===== src/rtl/id_ex_stage.sv =====
// ID/EX pipeline register with load-use hazard detection
// and write-back bypass of the register-file read data.
module id_ex_stage #(
  parameter int XLEN  = 32,
  parameter int CNT_W = 16
) (
  input  logic            clk,
  input  logic            rst_n,
  input  logic            hold,
  input  logic            flush_ex,
  input  logic            id_valid,
  input  logic [XLEN-1:0] id_pc,
  input  logic [4:0]      id_rs1,
  input  logic [4:0]      id_rs2,
  input  logic [4:0]      id_rd,
  input  logic [XLEN-1:0] id_rs1_data,
  input  logic [XLEN-1:0] id_rs2_data,
  input  logic [XLEN-1:0] id_imm,
  input  logic            id_regwrite,
  input  logic            id_memread,
  input  logic            id_memwrite,
  input  logic            id_memtoreg,
  input  logic            id_alusrc,
  input  logic            id_branch,
  input  logic            id_jump,
  input  logic [3:0]      id_aluop,
  input  logic            wb_regwrite,
  input  logic [4:0]      wb_rd,
  input  logic [XLEN-1:0] wb_data,
  output logic            ex_valid,
  output logic [XLEN-1:0] ex_pc,
  output logic [XLEN-1:0] ex_rs1_data,
  output logic [XLEN-1:0] ex_rs2_data,
  output logic [XLEN-1:0] ex_imm,
  output logic [4:0]      ex_rs1,
  output logic [4:0]      ex_rs2,
  output logic [4:0]      ex_rd,
  output logic            ex_regwrite,
  output logic            ex_memread,
  output logic            ex_memwrite,
  output logic            ex_memtoreg,
  output logic            ex_alusrc,
  output logic            ex_branch,
  output logic            ex_jump,
  output logic [3:0]      ex_aluop,
  output logic            pc_write,
  output logic            if_id_write,
  output logic            load_use_stall,
  output logic [CNT_W-1:0] stall_count
);

  typedef struct packed {
    logic            valid;
    logic [XLEN-1:0] pc;
    logic [4:0]      rs1;
    logic [4:0]      rs2;
    logic [4:0]      rd;
    logic [XLEN-1:0] rs1_data;
    logic [XLEN-1:0] rs2_data;
    logic [XLEN-1:0] imm;
    logic            regwrite;
    logic            memread;
    logic            memwrite;
    logic            memtoreg;
    logic            alusrc;
    logic            branch;
    logic            jump;
    logic [3:0]      aluop;
  } id_ex_t;

  id_ex_t q;
  id_ex_t cap;
  logic   hazard;
  logic   byp1;
  logic   byp2;

  assign byp1 = wb_regwrite & (wb_rd != 5'd0)
              & (wb_rd == id_rs1);
  assign byp2 = wb_regwrite & (wb_rd != 5'd0)
              & (wb_rd == id_rs2);

  assign hazard = q.valid & q.memread
                & (q.rd != 5'd0) & id_valid
                & ((q.rd == id_rs1) | (q.rd == id_rs2));

  assign load_use_stall = hazard & ~flush_ex & ~hold;
  assign pc_write       = ~hold & ~load_use_stall;
  assign if_id_write    = ~hold & ~load_use_stall;

  // Build the ID bundle to capture; invalid slots carry no rd/controls.
  always_comb begin
    cap          = '0;
    cap.valid    = id_valid;
    cap.pc       = id_pc;
    cap.rs1      = id_rs1;
    cap.rs2      = id_rs2;
    cap.rs1_data = byp1 ? wb_data : id_rs1_data;
    cap.rs2_data = byp2 ? wb_data : id_rs2_data;
    cap.imm      = id_imm;
    if (id_valid) begin
      cap.rd       = id_rd;
      cap.regwrite = id_regwrite;
      cap.memread  = id_memread;
      cap.memwrite = id_memwrite;
      cap.memtoreg = id_memtoreg;
      cap.alusrc   = id_alusrc;
      cap.branch   = id_branch;
      cap.jump     = id_jump;
      cap.aluop    = id_aluop;
    end
  end

  // Pipeline register: hold > flush/stall bubble > capture.
  always_ff @(posedge clk) begin
    if (!rst_n)
      q <= '0;
    else if (hold)
      q <= q;
    else if (flush_ex | load_use_stall)
      q <= '0;
    else
      q <= cap;
  end

  // Saturating count of inserted load-use bubbles.
  always_ff @(posedge clk) begin
    if (!rst_n)
      stall_count <= '0;
    else if (load_use_stall && stall_count != '1)
      stall_count <= stall_count + 1'b1;
  end

  assign ex_valid    = q.valid;
  assign ex_pc       = q.pc;
  assign ex_rs1      = q.rs1;
  assign ex_rs2      = q.rs2;
  assign ex_rd       = q.rd;
  assign ex_rs1_data = q.rs1_data;
  assign ex_rs2_data = q.rs2_data;
  assign ex_imm      = q.imm;
  assign ex_regwrite = q.regwrite;
  assign ex_memread  = q.memread;
  assign ex_memwrite = q.memwrite;
  assign ex_memtoreg = q.memtoreg;
  assign ex_alusrc   = q.alusrc;
  assign ex_branch   = q.branch;
  assign ex_jump     = q.jump;
  assign ex_aluop    = q.aluop;

endmodule

===== config.mk =====
export PLATFORM = sky130hd
export DESIGN_NAME = id_ex_stage
export DESIGN_NICKNAME = d
export VERILOG_FILES = /design/src/rtl/id_ex_stage.sv
export SDC_FILE = /design/constraint.sdc
export NUM_CORES = 1
export LEC_CHECK = 0
export CORE_AREA = 2 2 146 148
export DETAILED_ROUTE_END_ITERATION = 12
export DIE_AREA = 0 0 148 150
export PLACE_DENSITY_LB_ADDON = 0.3
export SETUP_SLACK_MARGIN = 0.02
export SLEW_MARGIN = 15
export SYNTH_ARGS = -nofsm -noshare
export SYNTH_HDL_FRONTEND = slang
export SYNTH_SLANG_ARGS = --single-unit

===== constraint.sdc =====
create_clock -name clk -period 2.7 [get_ports clk]
set_clock_uncertainty 0.05 [all_clocks]
set_input_delay 0.54 -clock clk [delete_from_list [all_inputs] [get_ports clk]]
set_output_delay 0.54 -clock clk [all_outputs]
set_load 0.02 [all_outputs]

==> qor.csv <==
metric,value,unit
area_growth,78.3,%
tightest_slew,0.366,ns
wl_met2,11600,um
maxCapViolCount,0,
critPathBufInv,2,
dp_hpwl,17400,um
muxShareOfSynthArea,11.1,%
path_cells,"clkdlybuf4s50_1, xor2_1, nor3_2, a22oi_2, or2_1, nor2b_4, buf_6",
arrival,2.00,ns
ys_seq_elements,171,
htree_levels,4,
r2r-end,stall_count[7]$_SDFFE_PN0P_,
final_antenna_net_count,0,
cp_slowest_cell,clkdlybuf4s50_1,
drt-met1-wl,8780,um
ys_top_cells_by_count,"dfxtp_1 (171), a22o_1 (90), nand2_1 (74)",
antenna_found_initial,0,
slew_viol_final,0,
synth_top_area_share,52.9,%
setup_viol,0,
cts_tree,built,
dieArea,22200,um2
placed_cell_area,10900,um2
n_fill_cell,1885,
gp_congestion,0.806,
hp-start,ex_rs2_data[6]$_SDFFE_PN0N_,
whs,0.399,ns
synth_fp_nets,817,
coreArea,20700,um2
numPortBuffers,370,
ff2ff_path_depth,8,
crit_required,2.11,ns
synth_flop_cell,dfxtp_1,
crit_family,buffers and inverters,
dr.pass1.iters,6,
grt_max_degree,65,
startpoint_type,primary input,
power,6.07,mW
layout_worst_path_cycle_share,95.8,%
drt-total-wl,22900,um
route.met3.wl,1960,um
period_needed,2.59,ns
avgSynthCellArea,10.5,um2
wl_per_cell,17.5,um
synth_area_leaders,"dfxtp_1 (53%), a22o_1 (12%), mux2i_1 (11%)",
swShare,26.3,%
initial_core_util,31.3,%
synthXorXnorAreaFrac,2.84,%
status,completed,
synthSimpleGateAreaFrac,9.72,%
fp.dieH,150,um
cts_buffers,17,
synth_top_family_by_area,compound AO/OA/AOI/OAI gates,
antennaDiodeCount,0,
max-vdd-ir-drop,0.000370,V
switchingPower,1.60,mW
rsz0062_at_grt,false,
combPwrFrac,15.0,%
cts_buffer_depth,2,
finalInstanceArea,11500,um2
synth_most_common_cell,dfxtp_1,
fmaxAchievable,386,MHz
ys_warn_count,0,
slowest_delay,0.50,ns
die_x,148,um
endpoint_kind,output pin,
total_leakage_power,4.29,nW
relSlewSlack,75.0,%
hold_path.class,reg2reg,
maxUsedRoutingLayer,met4,
p_int,4.48,mW
insertion_delay,0.42,ns
min_to,ex_rs2_data[6]$_SDFFE_PN0N_,
synth_compound_area_share,19.9,%
holdBufCountCts,0,
hold_viol_final,0,
ff2ff_setup_slack,0.41,ns
yosys.area_share.adder,0.193,%
async_flop_share,0,%
grt-ovfl-total,0,
crit_type,in2out,
row_count,53,
clock_power_share,41.2,%
clock_sinks,171,
cts.clk_slew.worst_paths,0.08,ns
groute.usage.overall,19.9,%
final_nets,1217,
drt_iter0_markers,223,
first_global_vias,6163,
route.detailed.drc,0,
cts_setup_buffers,0,
avgViaCountPerCell,4.76,
holdPathStages,2,
cts_root_buffer,clkbuf_16,
io_pins,371,
r2r_start,ex_rd[1]$_SDFFE_PN0N_,
vias,6222,
grt_pass1_wl,34400,um
synth.largest_area_cell,dfxtp_1,
synth_seq_area_share,52.9,%
synth_cell_types,46,
synth_cells,619,
crit_fanout,2,
p_per_area,526,nW/um2
drive_above_1_share,10.6,%
synth.cell_area,6470,um2
power_frac_seq,43.7,%
synth_edf_count,0,
## kinds of logic after synthesis
kind of cell,after synthesis
AO/OA/AOI/OAI,176
XOR/XNOR,21
adder cells (fa/ha/maj),1
buffers and inverters,50
flip-flops,171
multiplexers,72
AND/OR/NAND/NOR,128
## cells in the final DEF, fill, tap and decap left out, types with 4 or more instances in the layout
master,synthesis,final
a22o_1,90,90
buf_12,0,12
buf_4,1,46
clkbuf_16,0,17
clkdlybuf4s50_1,0,359
dfxtp_1,171,169
dlygate4sd2_1,0,4
dlymetal6s2s_1,0,4
inv_1,4,4
inv_6,0,4
mux2i_1,72,72
nand2_1,74,74
nand2b_1,9,9
nand3_1,9,9
nor2_1,4,4
o21ai_0,63,63
o21ai_1,5,5
or3_1,5,5
xnor2_1,7,7
xor2_1,14,14
## flip-flops by register name, indices dropped and copies added, names as in the netlist, 4 cells and up
| register | flops |
|---|---|
| ex_imm | 32 |
| stall_count | 16 |
| ex_aluop | 4 |
| ex_rs2_data | 32 |
| ex_rs1_data | 32 |
| ex_rs2 | 5 |
| ex_rs1 | 5 |
| ex_rd | 5 |
| ex_pc | 32 |
## power groups by stage
stage	clock, mW	sequential (mW)	combinational (mW)
5_1_grt	2.68	2.67	0.971
3_3_place_gp	0	2.71	0.915
2_1_floorplan	0	2.82	0.202
6_report	2.50	2.66	0.913
3_5_place_dp	0	2.71	0.919
4_1_cts	2.59	2.66	0.923
## how the worst max path moves through the flow
stage | end | depth (start not counted) | slack (ns) | from
2_1_floorplan | pc_write | 6 | 0.13 | ex_rd[0]$_SDFFE_PN0N_
3_3_place_gp | if_id_write | 8 | -0.59 | id_rs1[4]
3_5_place_dp | if_id_write | 8 | -0.61 | id_rs1[4]
4_1_cts | if_id_write | 7 | 0.03 | id_rs1[1]
5_1_grt | if_id_write | 7 | 0.03 | id_rs2[0]
6_report | if_id_write | 7 | 0.11 | id_rs2[0]
## worst register-to-register path, cell delays in order, from the launching register on
cell      delay [ns]
dfxtp_1         0.31
buf_4           0.15
xor2_1          0.16
nor3_2          0.20
a22oi_2         0.11
buf_4           0.17
a2111o_1        0.48
or3_1           0.41
mux2i_1         0.13
## timing repair
item,CTS,global route
resized for setup,26,6
pin swaps,3,4
endpoints found under the setup margin,3,2
## metrics by stage
| step | TNS (ns) | std cells | worst slack, ns | util (%) |
|---|---|---|---|---|
| 4_1_cts | 0 | 1307 | 0.0263 | 55.7 |
| 2_1_floorplan | 0 | 619 | 0.133 | - |
| 3_5_place_dp | -13.95 | 1275 | -0.609 | 52.8 |
| 6_report | 0 | 1307 | 0.112 | 55.8 |
| 5_1_grt | 0 | 1307 | 0.0270 | 55.8 |
| 3_3_place_gp | -8.43 | 1275 | -0.588 | 52.8 |
## per-layer routing
layer / global-route usage, % / vias to the layer above
li1: - / 3043
met1: 21.6 / 2899
met2: 35.8 / 256
met3: 7.44 / 24
met4: 6.62 / 0
met5: 0 / -
## cell type report
cell class,count,area [um2],share of cell area [%]
repair buffers,427,4290,37.1
flip-flops and latches,171,3430,29.7
multi-input cells,398,2870,24.9
clock buffers,17,425,3.68
well taps,275,344,2.98
clock inverters,15,179,1.55
inverters,4,15.0,0.130
(Power assumes the default switching activity.)
